$ cat src/rtl/smc_addr_seq_pkg.sv
// Shared encodings for the SMC address sequencer: transfer/bus size codes,
// FSM states and the byte-lane mask helper used by the lane decoder.
package smc_addr_seq_pkg;

  typedef enum logic [1:0] {
    SZ_8  = 2'd0,
    SZ_16 = 2'd1,
    SZ_32 = 2'd2,
    SZ_64 = 2'd3
  } size_e;

  typedef enum logic {
    ST_IDLE   = 1'b0,
    ST_ACTIVE = 1'b1
  } state_e;

  localparam int MAX_LANES = 8;

  // Active-high lane mask. A transfer wider than the bus uses every bus lane.
  // A narrow transfer uses 2^xfer lanes at the address offset within the bus
  // word, mirrored for big-endian. Lanes beyond the bus width never enable.
  function automatic logic [MAX_LANES-1:0] lane_mask(input logic [1:0] xfer,
                                                     input logic [1:0] bus,
                                                     input logic [2:0] addr_lo,
                                                     input logic       big_end);
    logic [MAX_LANES-1:0] m;
    int bus_b;
    int xb;
    int off;
    int lo;
    bus_b = 1 << bus;
    xb    = 1 << xfer;
    if (xfer > bus) begin
      lo = 0;
      xb = bus_b;
    end else begin
      off = int'(addr_lo) & (bus_b - 1);
      lo  = big_end ? (bus_b - xb - off) : off;
    end
    for (int i = 0; i < MAX_LANES; i++) begin
      m[i] = (i >= lo) && (i < lo + xb) && (i < bus_b);
    end
    return m;
  endfunction

endpackage

$ cat src/rtl/smc_be_decode.sv
// Combinational byte-lane decoder: (xfer, bus, offset, endian) -> active-low
// byte enables for one external sub-access.
module smc_be_decode
  import smc_addr_seq_pkg::*;
#(
  parameter int DATA_BYTES = 4
) (
  input  logic [1:0]            xfer_size_i,
  input  logic [1:0]            bus_size_i,
  input  logic [2:0]            offset_i,
  input  logic                  big_endian_i,
  output logic [DATA_BYTES-1:0] n_be_o
);

  logic [MAX_LANES-1:0] mask;
  logic                 unused_mask_bits;

  assign mask             = lane_mask(xfer_size_i, bus_size_i, offset_i, big_endian_i);
  assign n_be_o           = ~mask[DATA_BYTES-1:0];
  assign unused_mask_bits = ^mask;

endmodule

$ cat src/rtl/smc_addr_seq.sv
// SMC address/chip-select/byte-enable sequencer: splits one AHB access into
// 1..N external sub-accesses. Build with SMC_ADDR_SEQ_BIGEND_EN to honour big_endian.
module smc_addr_seq
  import smc_addr_seq_pkg::*;
#(
  parameter int ADDR_W     = 32,
  parameter int NUM_CS     = 4,
  parameter int DATA_BYTES = 4
) (
  input  logic                  sys_clk,
  input  logic                  sys_reset,
  input  logic                  valid_access,
  input  logic [ADDR_W-1:0]     addr,
  input  logic [NUM_CS-1:0]     cs,
  input  logic [1:0]            xfer_size,
  input  logic [1:0]            bus_size,
  input  logic                  big_endian,
  input  logic                  acc_done,
  output logic                  accept,
  output logic                  busy,
  output logic                  last,
  output logic                  size_err,
  output logic [ADDR_W-1:0]     smc_addr,
  output logic [NUM_CS-1:0]     smc_n_cs,
  output logic [DATA_BYTES-1:0] smc_n_be
);

  state_e                state_q, state_d;
  logic [2:0]            rem_q, rem_d;
  logic [2:0]            n_m1_q, n_m1_d;
  logic [ADDR_W-1:0]     base_q, base_d;
  logic [1:0]            bus_q, bus_d;
  logic                  big_q, big_d;
  logic [ADDR_W-1:0]     addr_q, addr_d;
  logic [NUM_CS-1:0]     n_cs_q, n_cs_d;
  logic [DATA_BYTES-1:0] n_be_q, n_be_d;
  logic                  last_q, last_d;
  logic                  size_err_q, size_err_d;

  logic                  req_big;
  logic                  sizes_legal;
  logic                  cs_onehot;
  logic                  window;
  logic                  req_wide;
  logic [1:0]            req_diff;
  logic [2:0]            req_n_m1;
  logic [ADDR_W-1:0]     req_base;
  logic [DATA_BYTES-1:0] req_n_be;
  logic [2:0]            rem_next;

`ifdef SMC_ADDR_SEQ_BIGEND_EN
  assign req_big = big_endian;
`else
  logic unused_big_endian;
  assign unused_big_endian = big_endian;
  assign req_big           = 1'b0;
`endif

  function automatic logic [ADDR_W-1:0] beat_addr(input logic [ADDR_W-1:0] base,
                                                  input logic [2:0]        idx,
                                                  input logic [1:0]        bsz);
    return base + (ADDR_W'(idx) << bsz);
  endfunction

  assign sizes_legal = ((4'd1 << xfer_size) <= 4'(DATA_BYTES)) &&
                       ((4'd1 << bus_size)  <= 4'(DATA_BYTES));
  assign cs_onehot   = (cs != '0) && ((cs & (cs - NUM_CS'(1))) == '0);
  // A new request may only be taken when idle or as the final beat completes.
  assign window      = (state_q == ST_IDLE) || (acc_done && last_q);
  assign accept      = valid_access && window && sizes_legal && cs_onehot && !sys_reset;

  assign req_wide = xfer_size > bus_size;
  assign req_diff = xfer_size - bus_size;
  assign req_n_m1 = req_wide ? 3'((4'd1 << req_diff) - 4'd1) : 3'd0;
  assign req_base = req_wide ? (addr & ({ADDR_W{1'b1}} << xfer_size)) : addr;
  assign rem_next = rem_q - 3'd1;

  smc_be_decode #(
    .DATA_BYTES (DATA_BYTES)
  ) u_be_decode (
    .xfer_size_i  (xfer_size),
    .bus_size_i   (bus_size),
    .offset_i     (addr[2:0]),
    .big_endian_i (req_big),
    .n_be_o       (req_n_be)
  );

  // NOTE: every signal gets its default first so no path leaves one unassigned (no latches).
  always_comb begin
    state_d    = state_q;
    rem_d      = rem_q;
    n_m1_d     = n_m1_q;
    base_d     = base_q;
    bus_d      = bus_q;
    big_d      = big_q;
    addr_d     = addr_q;
    n_cs_d     = n_cs_q;
    n_be_d     = n_be_q;
    last_d     = last_q;
    size_err_d = valid_access && window && !(sizes_legal && cs_onehot);

    if (accept) begin
      state_d = ST_ACTIVE;
      rem_d   = req_n_m1;
      n_m1_d  = req_n_m1;
      base_d  = req_base;
      bus_d   = bus_size;
      big_d   = req_big;
      addr_d  = beat_addr(req_base, req_big ? 3'd0 : req_n_m1, bus_size);
      n_cs_d  = ~cs;
      n_be_d  = req_n_be;
      last_d  = (req_n_m1 == 3'd0);
    end else if (state_q == ST_ACTIVE && acc_done) begin
      if (last_q) begin
        state_d = ST_IDLE;
        n_cs_d  = '1;
        n_be_d  = '1;
        last_d  = 1'b0;
      end else begin
        rem_d  = rem_next;
        addr_d = beat_addr(base_q, big_q ? (n_m1_q - rem_next) : rem_next, bus_q);
        last_d = (rem_next == 3'd0);
      end
    end
  end

  // NOTE: non-blocking assignments so every register samples pre-edge values.
  always_ff @(posedge sys_clk or posedge sys_reset) begin
    if (sys_reset) begin
      state_q    <= ST_IDLE;
      rem_q      <= '0;
      n_m1_q     <= '0;
      base_q     <= '0;
      bus_q      <= '0;
      big_q      <= 1'b0;
      addr_q     <= '0;
      n_cs_q     <= '1;
      n_be_q     <= '1;
      last_q     <= 1'b0;
      size_err_q <= 1'b0;
    end else begin
      state_q    <= state_d;
      rem_q      <= rem_d;
      n_m1_q     <= n_m1_d;
      base_q     <= base_d;
      bus_q      <= bus_d;
      big_q      <= big_d;
      addr_q     <= addr_d;
      n_cs_q     <= n_cs_d;
      n_be_q     <= n_be_d;
      last_q     <= last_d;
      size_err_q <= size_err_d;
    end
  end

  assign busy     = (state_q == ST_ACTIVE);
  assign last     = last_q;
  assign size_err = size_err_q;
  assign smc_addr = addr_q;
  assign smc_n_cs = n_cs_q;
  assign smc_n_be = n_be_q;

endmodule
$ cat config.mk
export PLATFORM = sky130hd
export DESIGN_NAME = smc_addr_seq
export DESIGN_NICKNAME = d
export VERILOG_FILES = /design/src/rtl/smc_addr_seq_pkg.sv /design/src/rtl/smc_be_decode.sv /design/src/rtl/smc_addr_seq.sv
export SDC_FILE = /design/constraint.sdc
export NUM_CORES = 1
export LEC_CHECK = 0
export CORE_UTILIZATION = 49
export CTS_BUF_LIST = sky130_fd_sc_hd__clkbuf_16
export CTS_CLUSTER_DIAMETER = 80
export DETAILED_ROUTE_END_ITERATION = 8
export MAX_ROUTING_LAYER = met4
export PLACE_DENSITY = 0.77
export SETUP_SLACK_MARGIN = 0.1
export SYNTH_ARGS = -nofsm -noshare
export SYNTH_HDL_FRONTEND = slang
export SYNTH_SLANG_ARGS = --single-unit
$ cat constraint.sdc
create_clock -name sys_clk -period 2.94 [get_ports sys_clk]
set_input_delay 0.588 -clock sys_clk [delete_from_list [all_inputs] [get_ports sys_clk]]
set_output_delay 0.588 -clock sys_clk [all_outputs]
set_load 0.02 [all_outputs]
Word level (Yosys, flattened, before mapping)
Cells that the tools add are included.
Operators by class
  $add $sub $neg: 8
  magnitude comparators: 15
  equal/unequal tests: 1
  shifts and indexed selects: 8
  muxes and demuxes: 20
  bitwise operators: 6
  reduce and logical (&&, ||, !) cells: 29
Operators by type and width (count)
  32-bit two-way mux: 6
  3-bit by 32-bit < comparator with 1-bit output (first input constant): 4
  32-bit adder: 3
  3-bit by 32-bit greater-or-equal comparator with 1-bit output (first input constant): 2
  1-bit by 32-bit < comparator with 1-bit output (first input constant): 2
  2-bit by 32-bit < comparator with 1-bit output (first input constant): 2
  1-bit by 2-bit left shift with 32-bit output (first input constant): 2
  3-bit by 2-bit left shift with 32-bit output: 2
  32-bit AND: 1
  4-bit by 32-bit AND with 32-bit output: 1
  1-bit by 32-bit greater-or-equal comparator with 1-bit output (first input constant): 1
  2-bit by 32-bit greater-or-equal comparator with 1-bit output (first input constant): 1
  32-bit by 2-bit left shift with 32-bit output (first input constant): 1
  32-bit by 2-bit subtractor with 32-bit output (second input constant): 1
  1-bit logical AND: 18
  4-bit two-way mux: 4
  3-bit two-way mux: 4
  4-bit by 3-bit <= comparator with 1-bit output (second input constant): 2
  4-bit NOT: 2
  1-bit by 2-bit left shift with 4-bit output (first input constant): 2
  3-bit logical NOT: 2
  1-bit two-way mux: 6
  3-bit by 1-bit subtractor with 3-bit output (second input constant): 2
  4-bit AND: 1
  12 further kinds: 15
Storage, ports and cells
  register bits: 80
  bits of input ports: 45
  output and inout bits: 44

Logic depth before layout (Yosys ltp)
  depth in word-level cells: 10
  gate-level depth with buffers: 16
  mapped depth without buffers: 15

Cells and area by module
From an unflattened synthesis, not the netlist that was laid out.
Second synthesis, totals
  cell total of the unflattened synthesis: 723
  area total of the unflattened synthesis: 6008.3 µm²
Modules (own cells, without submodules)
  smc_addr_seq: times used 1, cells an instance 598, area each 5124.9 µm², seq. area each 2011.9 µm²
  smc_be_decode: times used 1, cells an instance 125, area each 883.3 µm², seq. area each 0.0 µm²

Worst setup path after synthesis
Ideal clock, no wire load.
  path type: input port to flip-flop
  start: in bus_size[1]
  end: reg addr_q[26] (netlist: smc_addr[26])
  arrival: 3.848 ns
  data required time: 2.814 ns
  path slack: -1.034 ns
  stages: 15
  path through: clkbuf_1 > inv_1 > fa_1 > and2_1 > clkbuf_1 > o21ai_0 > nor2_1 > ha_1 > fa_1 > a21o_2 > a221oi_4 > nor4_4 > and3_1 > xor2_1 > a221o_1
On the way
  word-level cells in the longest chain between the ends: 8
  elaborated cells on any way between the ends: 18
RTL lines
  start, declared: line smc_addr_seq.sv:16  | input logic [1:0] bus_size,
  branches (longest 8 deep; another with 32-bit adder)
  end signal, assigned: line smc_addr_seq.sv:148  | addr_q <= addr_d;
  end, declared: line smc_addr_seq.sv:34  | logic [ADDR_W-1:0] addr_q, addr_d;
Parallel ways; which one is timed is not known.
A chain may end at the register's enable or synchronous reset.

Worst setup path in the final report
  start: in xfer_size[0]
  end: reg addr_q[26] (netlist: smc_addr[26])
On the way
  word-level cells in the longest chain between the ends: 8
  elaborated cells on any way between the ends: 20
RTL lines
  start, declared: line smc_addr_seq.sv:15  | input logic [1:0] xfer_size,
  branches (longest 8 deep; another with 32-bit adder)
Parallel ways; which one is timed is not known.

==> impl_summary.log <==
[metrics] top area cells in the synthesized netlist: sky130_fd_sc_hd__dfrtp_1 (33%), sky130_fd_sc_hd__nand2_1 (9.2%), sky130_fd_sc_hd__xor2_1 (5.0%)
[metrics] clk slew on worst S/H paths: 70 ps
[metrics] Iteration-0 DRC Markers: 453
[metrics] Placer Congestion: 0.981
[metrics] areal power density over the cells: 872 nW/um^2
[metrics] most common cell in the netlist: sky130_fd_sc_hd__nand2_1
[metrics] distinct cell type count of the synthesized netlist: 72
[metrics] minimum setup slack in the final design: -434 ps
[metrics] fraction of final layout cells sized beyond drive strength 1: 0.269
[metrics] data arrival time at the worst-slack endpoint: 3600 ps
[metrics] Final Routed Wirelength: 17400 um
[metrics] # port buffers: 87
[metrics] total CTS buffers: 9
[metrics] Synth area leader: sky130_fd_sc_hd__dfrtp_1
[metrics] largest net degree at the start of global routing: 72
[metrics] most common flop cell mapped by yosys: sky130_fd_sc_hd__dfrtp_1
[metrics] max-slew violation total from the final report: 0
[metrics] antenna viol nets, final: 0
[metrics] first-pass GRT wire length: 27500 um
[metrics] violated checks: negative setup slack
[metrics] sort of element at the start of the critical path: primary input
[metrics] result of the run: complete, but fails checks
[metrics] Core Area: 10800 sq um
[metrics] post-route minimum period: 3370 ps
[metrics] required time of the critical path: 3170 ps
[metrics] max_cap viols: 0
[metrics] die extent in x: 107 um
[metrics] maximum operating frequency: 296 MHz
[metrics] startpoint-to-endpoint class of the critical path: in -> reg
[metrics] # rows: 38
[metrics] final standard cell utilization of the core: 0.731
[metrics] DRC: 0
[metrics] CP max stage cell: sky130_fd_sc_hd__fa_2
[metrics] routed via count divided by cell count: 5.83
[metrics] number of flip-flops and latches in the synthesized netlist: 80
[metrics] unrepaired setup endpoints after global routing: true
[metrics] clock network latency to the later pin of the worst-skew pair: 350 ps
[metrics] via count of the first global-routing pass: 5510
[metrics] largest vdd supply drop: 0.000472 V
[metrics] global-route usage over all layers: 0.320
[metrics] Final Skew: 11.4 ps
[metrics] average footprint of a synthesized cell: 8.66 sq um
[metrics] final count of hold timing violations: 0
[metrics] count of yosys warnings during synthesis: 0
[metrics] CTS HTree Levels: 3
[metrics] top-level I/O count: 89
[metrics] Root Buffer: sky130_fd_sc_hd__clkbuf_16
[metrics] number of detailed-route iterations in the first pass: 5
[metrics] Chip Height: 107 um
[metrics] Worst Hold Class: reg -> reg
[metrics] delay of the slowest cell on the worst path: 510 ps
[metrics] most common cell type on the critical path: sky130_fd_sc_hd__fa_2
[metrics] post-detail-place hpwl: 11600 um
[metrics] asr flop ratio synth: 1.00
[metrics] fin crit share: 1.15
[metrics] number of antenna violations at the first check in global routing: 0
[metrics] area growth from synthesis to layout: 45.8%
[metrics] CP Max Fanout: 6
[metrics] slew margin rel.: 0.504
[metrics] type of element capturing the critical path: flop
[metrics] Max Buffers Root-to-Sink: 2
[metrics] Final Power: 6.88 mW
[metrics] area of the die: 11500 sq um
[metrics] total clock sinks: 80
[metrics] total inserted antenna cells: 0
[metrics] number of nets in the final layout: 862
[metrics] Synth top cells by count: sky130_fd_sc_hd__nand2_1 (133), sky130_fd_sc_hd__dfrtp_1 (72), sky130_fd_sc_hd__nor2_1 (46)
[metrics] Post-Syn Nets: 695
[metrics] via count of the routed design: 5464
[metrics] post-placement setup slack: -1170 ps
[metrics] overflow left after global routing: 0
[metrics] Final setup violation count: 27
[metrics] number of cells produced by synthesis: 625
[metrics] starting utilization of the core area: 0.501
[metrics] transition time at the pin with the least slew margin: 744 ps
[metrics] sequential area share after synthesis: 0.372
[metrics] share of the synthesized area in the top cell type: 0.333
[metrics] cell breakdown of the critical path: buf_8 > clkinv_4 > ha_4 > inv_2 > fa_2 > buf_4 > buf_6 > a21oi_2 > nor3_2 > fa_2 > a21o_4 > a221oi_4 > buf_12 > nor4_4 > and3_1 > xor2_1 > a221o_1
[metrics] static leakage power: 3.47 nW
[metrics] CTS tree: yes
[metrics] cell area after synthesis: 5410 sq um
[metrics] Wirelength per Cell: 18.6 um
[metrics] count of flip-flops with a built-in enable after synthesis: 0
[per-layer routing]
layer | vias up | global-route usage | wire, um
met5 | - | - | 0
met1 | 2615 | 0.413 | 7360
li1 | 2543 | - | -
met2 | 259 | 0.502 | 8440
met3 | 47 | 0.0359 | 1040
met4 | 0 | 0.155 | 595
[per-stage QoR]
| stage | cell area, sq um | instances | setup TNS, ps | hold slack (ps) |
|---|---|---|---|---|
| finish | 7890 | 937 | -8150 | 495 |
| global route | 7890 | 937 | -10870 | 511 |
| CTS | 7690 | 934 | -6580 | 502 |
| detailed placement | 6990 | 902 | -35620 | 481 |
| global placement | 6990 | 902 | -32990 | 472 |
| floorplan | 5520 | 625 | -7790 | 452 |
[path summary, 6_finish.rpt]
| check | from | endpoint | slack, ps | cells past startpoint |
|---|---|---|---|---|
| worst min-delay path | base_q[4]$_DFFE_PP0P_ | base_q[4]$_DFFE_PP0P_ | 500 | 2 |
| max in group asynchronous | sys_reset | smc_addr[7]$_DFFE_PP0P_ | 1620 | 3 |
| min in group asynchronous | sys_reset | last$_DFFE_PP0P_ | 650 | 2 |
| worst max register to register | rem_q[1]$_DFFE_PP0P_ | smc_addr[24]$_DFFE_PP0P_ | -90 | 13 |
| worst min register to register | base_q[4]$_DFFE_PP0P_ | base_q[4]$_DFFE_PP0P_ | 500 | 2 |
| worst max-delay path | xfer_size[0] | smc_addr[26]$_DFFE_PP0P_ | -430 | 17 |
[layout by cell type (no fill, tap or decap), types with 4 or more instances in the layout]
cell type                         count
sky130_fd_sc_hd__a211oi_1             7
sky130_fd_sc_hd__a21o_1               4
sky130_fd_sc_hd__a21oi_1             14
sky130_fd_sc_hd__a21oi_2              5
sky130_fd_sc_hd__a221o_1              6
sky130_fd_sc_hd__a2bb2oi_1            4
sky130_fd_sc_hd__a31oi_1              4
sky130_fd_sc_hd__and3_1               6
sky130_fd_sc_hd__buf_12               4
sky130_fd_sc_hd__buf_4               83
sky130_fd_sc_hd__buf_6               13
sky130_fd_sc_hd__clkbuf_16            9
sky130_fd_sc_hd__clkdlybuf4s50_1     80
sky130_fd_sc_hd__dfrtp_1             72
sky130_fd_sc_hd__dfstp_2              8
sky130_fd_sc_hd__ha_1                14
sky130_fd_sc_hd__ha_4                 5
sky130_fd_sc_hd__inv_1               11
sky130_fd_sc_hd__nand2_1            127
sky130_fd_sc_hd__nand2_4              4
sky130_fd_sc_hd__nand3_1             32
sky130_fd_sc_hd__nand4_1             15
sky130_fd_sc_hd__nor2_1              42
sky130_fd_sc_hd__nor2_2               4
sky130_fd_sc_hd__nor3_1               6
sky130_fd_sc_hd__nor3_2               5
sky130_fd_sc_hd__nor3_4               4
sky130_fd_sc_hd__nor3b_2              4
sky130_fd_sc_hd__o211ai_1             7
sky130_fd_sc_hd__o21a_1               5
sky130_fd_sc_hd__o21ai_0             16
sky130_fd_sc_hd__o21ai_1              5
sky130_fd_sc_hd__o221ai_1             4
sky130_fd_sc_hd__o22ai_1              9
sky130_fd_sc_hd__xnor2_1             27
sky130_fd_sc_hd__xor2_1              30
[area by class of cell]
cell class                 instances  area [sq um]
multi-input combinational        498          3560
fill                             745          2900
sequential                        80          2010
timing repair buffer             185          1710
clock buffer                       9           225
tap                              140           175
clock inverter                     7           119
inverter                          18          88.8
[power breakdown]
part	switching (mW)	leakage (nW)	total [mW]	internal (mW)
clock network	0.494	0.164	1.33	0.832
registers	0.506	0.985	2.17	1.66
logic	1.73	2.32	3.39	1.66
[logic make-up after synthesis]
group	Yosys count	share of synthesized area
and+or+nand+nor	284	0.250
buffers and inverters	47	0.0432
DFF	80	0.372
muxes	4	0.00809
xor gates and xnor gates	61	0.0987
AOI/OAI and AO/OA	124	0.165
adders and majority gates	25	0.0634
[flip-flops by register name, indices dropped and copies added, names as in the netlist]
register and count:
size_err 1, smc_n_cs 4, smc_addr 32, rem_q 3, base_q 32, smc_n_be 4, last 1, bus_q 2
busy 1
[worst max-delay path: cells and delay by family]
kind,cells,cell delay [ps]
AO/OA/AOI/OAI,4,980
XOR/XNOR,1,130
adder cells (fa/ha/maj),3,1010
buffers and inverters,6,620
AND/OR/NAND/NOR,3,280
[what timing repair did]
item | in CTS | in global routing
pin swaps | 38 | 26
setup endpoints to repair | 35 | 35
gates resized for setup | 75 | 41
setup buffers | 18 | 3
hold buffers | 0 | 0
gates cloned | 0 | 0
No activity file was read; power rests on OpenSTA's default activity.
